--- config.mk ---
export PLATFORM = sky130hd
export DESIGN_NAME = pipelined_addsub
export DESIGN_NICKNAME = d
export VERILOG_FILES = /design/src/rtl/pipelined_addsub_pkg.sv /design/src/rtl/addsub_segment.sv /design/src/rtl/pipelined_addsub.sv
export SDC_FILE = /design/constraint.sdc
export NUM_CORES = 1
export LEC_CHECK = 0
export CAP_MARGIN = 30
export CORE_UTILIZATION = 40
export CTS_BUF_LIST = sky130_fd_sc_hd__clkbuf_2 sky130_fd_sc_hd__clkbuf_4 sky130_fd_sc_hd__clkbuf_8
export DETAILED_ROUTE_END_ITERATION = 10
export PLACE_DENSITY = 0.71
export SLEW_MARGIN = 20
export SYNTH_ARGS = -nofsm -noshare
export SYNTH_HDL_FRONTEND = slang
export SYNTH_SLANG_ARGS = --single-unit
--- constraint.sdc ---
create_clock -name clk -period 9.9 [get_ports clk]
set_input_delay 0.99 -clock clk [delete_from_list [all_inputs] [get_ports clk]]
set_output_delay 0.99 -clock clk [all_outputs]
set_load 0.05 [all_outputs]
--- src/rtl/pipelined_addsub_pkg.sv ---
// Shared definitions for the segmented adder/subtractor.
// Latency: n/a (constants and elaboration-time helpers only).
// Backpressure: n/a.
package pipelined_addsub_pkg;

    localparam logic OP_ADD = 1'b0;
    localparam logic OP_SUB = 1'b1;

    // Number of SEG-bit pipeline stages needed to cover WIDTH bits.
    function automatic int num_stages(input int width, input int seg);
        return width / seg;
    endfunction

endpackage

--- src/rtl/addsub_segment.sv ---
// One SEG-bit slice of the carry chain: a + (b ^ op) + cin, purely combinational.
// Latency: 0 cycles; the caller registers the slice outputs.
// Backpressure: none, no state.
module addsub_segment
    import pipelined_addsub_pkg::*;
#(
    parameter int SEG = 8
) (
    input  logic [SEG-1:0] a_seg,
    input  logic [SEG-1:0] b_seg,
    input  logic           op,
    input  logic           cin,
    output logic [SEG-1:0] s_seg,
    output logic           cout_seg,
    output logic           c_msb
);

    logic [SEG-1:0] b_eff;
    logic [SEG:0]   sum;

    assign b_eff    = (op == OP_SUB) ? ~b_seg : b_seg;
    assign sum      = {1'b0, a_seg} + {1'b0, b_eff} + {{SEG{1'b0}}, cin};
    assign s_seg    = sum[SEG-1:0];
    assign cout_seg = sum[SEG];
    // Carry into the slice MSB, recovered from the sum bit; XOR with cout gives signed overflow.
    assign c_msb    = a_seg[SEG-1] ^ b_eff[SEG-1] ^ s_seg[SEG-1];

endmodule

--- src/rtl/pipelined_addsub.sv ---
// Pipelined two's-complement add/sub with the carry chain cut into SEG-bit register stages.
// Latency: N = WIDTH/SEG cycles from accept to out_valid; one beat per cycle sustained.
// Backpressure: whole pipe freezes while out_valid && !out_ready; in_ready follows that.
module pipelined_addsub
    import pipelined_addsub_pkg::*;
#(
    parameter int WIDTH    = 32,
    parameter int SEG      = 8,
    parameter int SATURATE = 0,
    parameter int CNT_W    = 16
) (
    input  logic             clk,
    input  logic             rst,
    input  logic             in_valid,
    output logic             in_ready,
    input  logic [WIDTH-1:0] a,
    input  logic [WIDTH-1:0] b,
    input  logic             cin,
    input  logic             op,
    output logic             out_valid,
    input  logic             out_ready,
    output logic [WIDTH-1:0] s,
    output logic             cout,
    output logic             ovf,
    output logic             zero,
    output logic [CNT_W-1:0] ovf_cnt
);

    localparam int N = num_stages(WIDTH, SEG);

    logic             advance;
    logic             out_valid_d, cout_d, ovf_d, zero_d;
    logic [WIDTH-1:0] s_d;
    logic             out_valid_q, cout_q, ovf_q, zero_q;
    logic [WIDTH-1:0] s_q;
    logic [CNT_W-1:0] ovf_cnt_q, ovf_cnt_d;

    // Bubbles are not collapsed: the pipe moves as one unit whenever the output slot frees.
    assign advance  = !out_valid_q || out_ready;
    assign in_ready = advance;

    for (genvar k = 0; k < N; k++) begin : g_st
        localparam int IW = WIDTH - k*SEG;  // operand bits not yet summed at this stage

        logic [IW-1:0]        a_src, b_src;
        logic                 op_src, c_src, v_src;
        logic [SEG-1:0]       s_seg;
        logic                 c_seg;
        logic [(k+1)*SEG-1:0] r_cur;  // result segments completed so far, this one on top

        if (k == 0) begin : g_in
            assign a_src  = a;
            assign b_src  = b;
            assign op_src = op;
            assign c_src  = cin;
            assign v_src  = in_valid;
            assign r_cur  = s_seg;
        end else begin : g_in
            assign a_src  = g_st[k-1].g_reg.a_q;
            assign b_src  = g_st[k-1].g_reg.b_q;
            assign op_src = g_st[k-1].g_reg.op_q;
            assign c_src  = g_st[k-1].g_reg.c_q;
            assign v_src  = g_st[k-1].g_reg.v_q;
            assign r_cur  = {s_seg, g_st[k-1].g_reg.r_q};
        end

        if (k < N-1) begin : g_reg
            logic                 c_msb_unused;  // only the top slice's sign carry matters
            logic                 v_q, v_d, c_q, c_d, op_q, op_d;
            logic [IW-SEG-1:0]    a_q, a_d, b_q, b_d;        // skew: upper operand segments
            logic [(k+1)*SEG-1:0] r_q, r_d;                  // deskew: finished lower result

            addsub_segment #(.SEG(SEG)) u_seg (
                .a_seg    (a_src[SEG-1:0]),
                .b_seg    (b_src[SEG-1:0]),
                .op       (op_src),
                .cin      (c_src),
                .s_seg    (s_seg),
                .cout_seg (c_seg),
                .c_msb    (c_msb_unused)
            );

            assign v_d  = v_src;
            assign c_d  = c_seg;
            assign op_d = op_src;
            assign a_d  = a_src[IW-1:SEG];
            assign b_d  = b_src[IW-1:SEG];
            assign r_d  = r_cur;

            // Stage valid: cleared by reset, otherwise shifts with the pipe.
            always_ff @(posedge clk) begin
                if (rst) begin
                    v_q <= 1'b0;
                end else if (advance) begin
                    v_q <= v_d;
                end
            end

            // Stage payload: no reset needed, qualified by v_q downstream.
            always_ff @(posedge clk) begin
                if (advance) begin
                    c_q  <= c_d;
                    op_q <= op_d;
                    a_q  <= a_d;
                    b_q  <= b_d;
                    r_q  <= r_d;
                end
            end
        end else begin : g_out
            logic             c_msb, ovf_raw;
            logic [WIDTH-1:0] sat_val;

            addsub_segment #(.SEG(SEG)) u_seg (
                .a_seg    (a_src[SEG-1:0]),
                .b_seg    (b_src[SEG-1:0]),
                .op       (op_src),
                .cin      (c_src),
                .s_seg    (s_seg),
                .cout_seg (c_seg),
                .c_msb    (c_msb)
            );

            assign ovf_raw = c_msb ^ c_seg;
            // On overflow the raw sign is the inverse of the operands' sign, so it picks the clamp.
            assign sat_val = r_cur[WIDTH-1] ? {1'b0, {(WIDTH-1){1'b1}}}
                                            : {1'b1, {(WIDTH-1){1'b0}}};

            assign out_valid_d = v_src;
            assign cout_d      = c_seg;
            assign ovf_d       = ovf_raw;
            assign s_d         = ((SATURATE != 0) && ovf_raw) ? sat_val : r_cur;
            assign zero_d      = (s_d == '0);
        end
    end

    assign ovf_cnt_d = (out_valid_q && out_ready && ovf_q && (ovf_cnt_q != '1))
                     ? ovf_cnt_q + CNT_W'(1) : ovf_cnt_q;

    // Output stage: the last pipeline register, frozen while downstream stalls.
    always_ff @(posedge clk) begin
        if (rst) begin
            out_valid_q <= 1'b0;
            s_q         <= '0;
            cout_q      <= 1'b0;
            ovf_q       <= 1'b0;
            zero_q      <= 1'b0;
        end else if (advance) begin
            out_valid_q <= out_valid_d;
            s_q         <= s_d;
            cout_q      <= cout_d;
            ovf_q       <= ovf_d;
            zero_q      <= zero_d;
        end
    end

    // Overflow event counter: counts delivered overflowing beats, sticks at all-ones.
    always_ff @(posedge clk) begin
        if (rst) begin
            ovf_cnt_q <= '0;
        end else begin
            ovf_cnt_q <= ovf_cnt_d;
        end
    end

    assign out_valid = out_valid_q;
    assign s         = s_q;
    assign cout      = cout_q;
    assign ovf       = ovf_q;
    assign zero      = zero_q;
    assign ovf_cnt   = ovf_cnt_q;

endmodule

Word level (Yosys, flattened, before mapping) --
Index checks and enable logic that the tools add are counted.
Operators by class: add/sub/neg operators 9, equal/unequal tests 1, muxes and demuxes 4, bitwise logic cells 7, reductions and logical operators 6
Operators with widths (number):
- adder 8 x 8 -> 9 bit | 4
- adder 9 x 1 -> 9 bit | 4
- logical NOT 32 bit | 1
- 2-to-1 mux 8 bit | 4
- NOT 8 bit | 4
- adder 16 x 1 -> 16 bit (second input constant) | 1
- inequality test 16 bit (second input constant) | 1
- logical AND 1 bit | 3
- bitwise XOR 1 bit | 3
- logical NOT 1 bit | 1
- logical OR 1 bit | 1
Storage, ports and cells: flip-flop bits (word level) 205, bits of input ports 70, output and inout bits 53, word-level logic and storage cells 51

Longest topological paths before layout --
word-level depth 6, gate-level depth with buffers 11, depth with buffers taken out 10

Cells and area by module --
Synthesis repeated with hierarchy kept, for this count alone.
Second synthesis, totals: cell total of the unflattened synthesis 679, area, all modules 8637.0 sq um
Modules (own cells, without submodules):
- pipelined_addsub | times used 1, cells an instance 431, area each 6764.0 sq um, sequential area each 5605.4 sq um
- addsub_segment at g_st[0].g_reg.u_seg ... | times used 3, cells an instance 62, area each 467.9 sq um, sequential area each 0.0 sq um
- addsub_segment at g_st[2].g_reg.u_seg | times used 1, cells an instance 62, area each 469.2 sq um, sequential area each 0.0 sq um

Least setup slack after synthesis --
Ideal clock, no wire load.
path kind input -> output, start point in out_ready, end point out in_ready, data arrival time 5.796 ns, required time 8.910 ns, setup slack 3.114 ns, stages on the path 3, buffers on the path 1, path through nor2b_1 -> inv_1 -> clkbuf_1
Between the ends: word-level cells in the longest chain between the ends 1
RTL lines:
- start, declared | RTL line pipelined_addsub.sv:21 | input logic out_ready,
- logical OR 1 bit | RTL line pipelined_addsub.sv:39 | assign advance = !out_valid_q || out_ready;
- end, declared | RTL line pipelined_addsub.sv:15 | output logic in_ready,
No other way between the ends.

Final worst setup path --
Same ends and word-level chain as after synthesis.

==> flow_summary.json <==
{
  "status": "finished, final reports clean",
  "vias": 4917,
  "power_density_nw_per_um2": 222,
  "synth_area_leader_cell": "edfxtp_1",
  "ctsHoldBuffers": 0,
  "drc_errors": 0,
  "grt_pass1_vias": 4909,
  "ys_seq_elements": 205,
  "fmax_mhz": 217,
  "ff2ff_setup_slack_ns": 7.02,
  "die_h_um": 145,
  "fillers": 1624,
  "netlist_top_cells_area": "edfxtp_1 (55%), dfxtp_1 (13%), ha_1 (4.4%), xor2_1 (4.4%), nand2_1 (3.2%)",
  "final_cell_mix": "edfxtp_1 (150), clkdlybuf4s50_1 (121), nand2_1 (70)",
  "synth.top_cell.area_share_pct": 55.1,
  "cts_tree": "yes",
  "critPathLaunchType": "primary input",
  "routedWlPerCell_um": 14.1,
  "drv_cap": 0,
  "path_clk_slew_ns": 0.06,
  "core_area_um2": 19700,
  "cts.path.max_buffers": 3,
  "nNetsFinal": 847,
  "post_cts_resized": 0,
  "critPathCaptureType": "primary output",
  "yosys_warnings": 0,
  "final_hold_viol_count": 0,
  "fp.dieW_um": 145,
  "final_common_cell": "edfxtp_1",
  "syn_inst": 596,
  "globalplace.congestion": 0.766,
  "rows": 51,
  "grt_usage_pct": 14.0,
  "cts_buffers": 35,
  "syn_avg_cell_area_um2": 13.7,
  "clock-sinks": 205,
  "critical_path_class": "primary input to primary output",
  "diodes": 0,
  "p_int_mw": 1.69,
  "fin_crit_sh_pct": 46.5,
  "place.port_buffers": 122,
  "dp_hpwl_mm": 9.86,
  "root_buffer": "clkbuf_8",
  "synth_edf_count": 150,
  "drtIter0Drc": 292,
  "finalSetupViolCount": 0,
  "placed_cells": 967,
  "initial_core_util_pct": 41.5,
  "combPwrFrac_pct": 18.0,
  "grt_antenna_before_repair": 0,
  "grt_pass1_wl_mm": 23.6,
  "total_leakage_power_nw": 3.96,
  "ys_async_sr_fraction_pct": 0,
  "skew_ns": 0.0107,
  "ys_seq_area_share_pct": 68.6,
  "netlist_area_um2": 8170,
  "num_io_pins": 123,
  "ir_drop_mv": 0.105,
  "clkPwrFrac_pct": 33.1,
  "p_seq_share_pct": 48.9,
  "htree_levels": 2,
  "die_area_um2": 21000,
  "slew_viol_final": 0,
  "fin_crit_ns": 4.61,
  "drive_gt1_share_pct": 10.1,
  "synth_cell_type_count": 44,
  "routed_wl_mm": 14.5,
  "antenna_left": 0,
  "ys.flop_type": "edfxtp_1",
  "slew_headroom_pct": 37.4,
  "rsz0062_at_grt": "no",
  "viasPerCell": 4.77,
  "arrival_ns": 3.62,
  "firstDrtPassIters": 6,
  "tns_ns": 0,
  "grt_max_degree": 92,
  "synth_nets": 703,
  "post-cts-setup-buffers": 0,
  "worst_pin_slew_ns": 0.936,
  "worstPathMaxFanout": 91,
  "hp-class": "flop to flop",
  "clock_latency_ns": 0.51,
  "overflow": 0,
  "cp.required_ns": 8.91,
  "p_switching_mw": 0.623,
  "area_growth_syn_to_layout_pct": 27.8,
  "fin_cells": 1030,
  "p_sw_share_pct": 26.9
}
-- power by group through the flow --
stage / Sequential [mW] / Clock [mW] / Combinational, mW
2_1_floorplan: 1.24 / 0 / 0.180
3_3_place_gp: 1.15 / 0 / 0.408
3_5_place_dp: 1.15 / 0 / 0.417
4_1_cts: 1.13 / 0.794 / 0.420
5_1_grt: 1.15 / 0.837 / 0.451
6_report: 1.13 / 0.768 / 0.416
-- final cells by class --
cell class	count	area [um2]	area share (%)
flip-flops and latches	205	5610	53.7
multi-input cells	354	2440	23.3
repair buffers	125	1270	12.2
clock buffers	54	656	6.28
well taps	265	332	3.17
inverters	19	76.3	0.731
clock inverters	8	70.1	0.671
-- metrics by stage --
step	utilization [%]	hold slack [ns]	area (um2)	power [mW]	worst slack (ns)
after detailed placement	49.2	0.405	9700	1.57	5.32
after CTS	52.9	0.414	10400	2.35	5.31
after global placement	49.1	0.403	9670	1.55	5.38
final	53.0	0.412	10400	2.32	5.29
after floorplan	-	0.400	8170	1.42	3.11
after global routing	53.0	0.419	10400	2.44	5.16
-- critical path, stage by stage --
cell             delay [ns]
clkdlybuf4s50_1        0.46
nor2b_4                0.75
inv_6                  0.45
clkdlybuf4s50_1        0.85
-- registers in the layout, summed over array words and instances, names as in the netlist --
name	cells
ovf_cnt	16
out_valid	1
g_st.g_reg.op_q	3
g_st.g_reg.c_q	3
ovf	1
g_st.g_reg.v_q	3
g_st.g_reg.b_q	48
zero	1
g_st.g_reg.a_q	48
g_st.g_reg.r_q	48
s	32
cout	1
-- kinds of logic (layout without fill, tap and decap cells) --
kind of cell / after synthesis / count (layout) / synth area share (%)
AOI/OAI and AO/OA: 92 / 92 / 7.26
DFF: 205 / 205 / 68.6
adders and majority gates: 37 / 37 / 6.40
muxes: 1 / 1 / 0.122
buffers and inverters: 37 / 206 / 1.70
xor gates and xnor gates: 65 / 65 / 6.96
and+or+nand+nor: 159 / 159 / 8.99
-- synth_stat cells (2+ instances only) --
cell type    n
xnor2_1     24
nor2b_1      8
fa_1         8
a21o_1       6
xor2_1      41
nand4_1      5
nand2b_1     5
nor4_1       6
nand2_1     70
nor3_1       7
edfxtp_1   150
a211oi_1     3
o21ai_0     10
or3_1        6
o41ai_1      3
ha_1        29
dfxtp_1     55
o21a_1       6
a21oi_1     49
o21ai_1      4
buf_1        2
inv_1       19
nor2_1      36
clkbuf_1    16
and3_1       2
nand3_1      5
o2111ai_2    2
and4_1       3
-- final timing paths --
path                        startpoint                    to  cells past startpoint
setup / recovery             out_ready              in_ready                      4
hold / removal    g_st[1].g_reg.r_q[3]  g_st[2].g_reg.r_q[3]                      0
setup reg to reg    g_st[2].g_reg.op_q                  zero                      9
hold reg to reg   g_st[1].g_reg.r_q[3]  g_st[2].g_reg.r_q[3]                      0
-- per-layer routing --
metal  vias to the layer above  part of all wire [%]  track usage, %
met4                         0                   2.3            6.49
met3                        27                   6.4            3.84
met5                         -                     0               0
li1                       2429                     -               -
met1                      2296                    42            16.4
met2                       165                    50            23.8
Note: power is estimated with default switching activity, not from simulation.
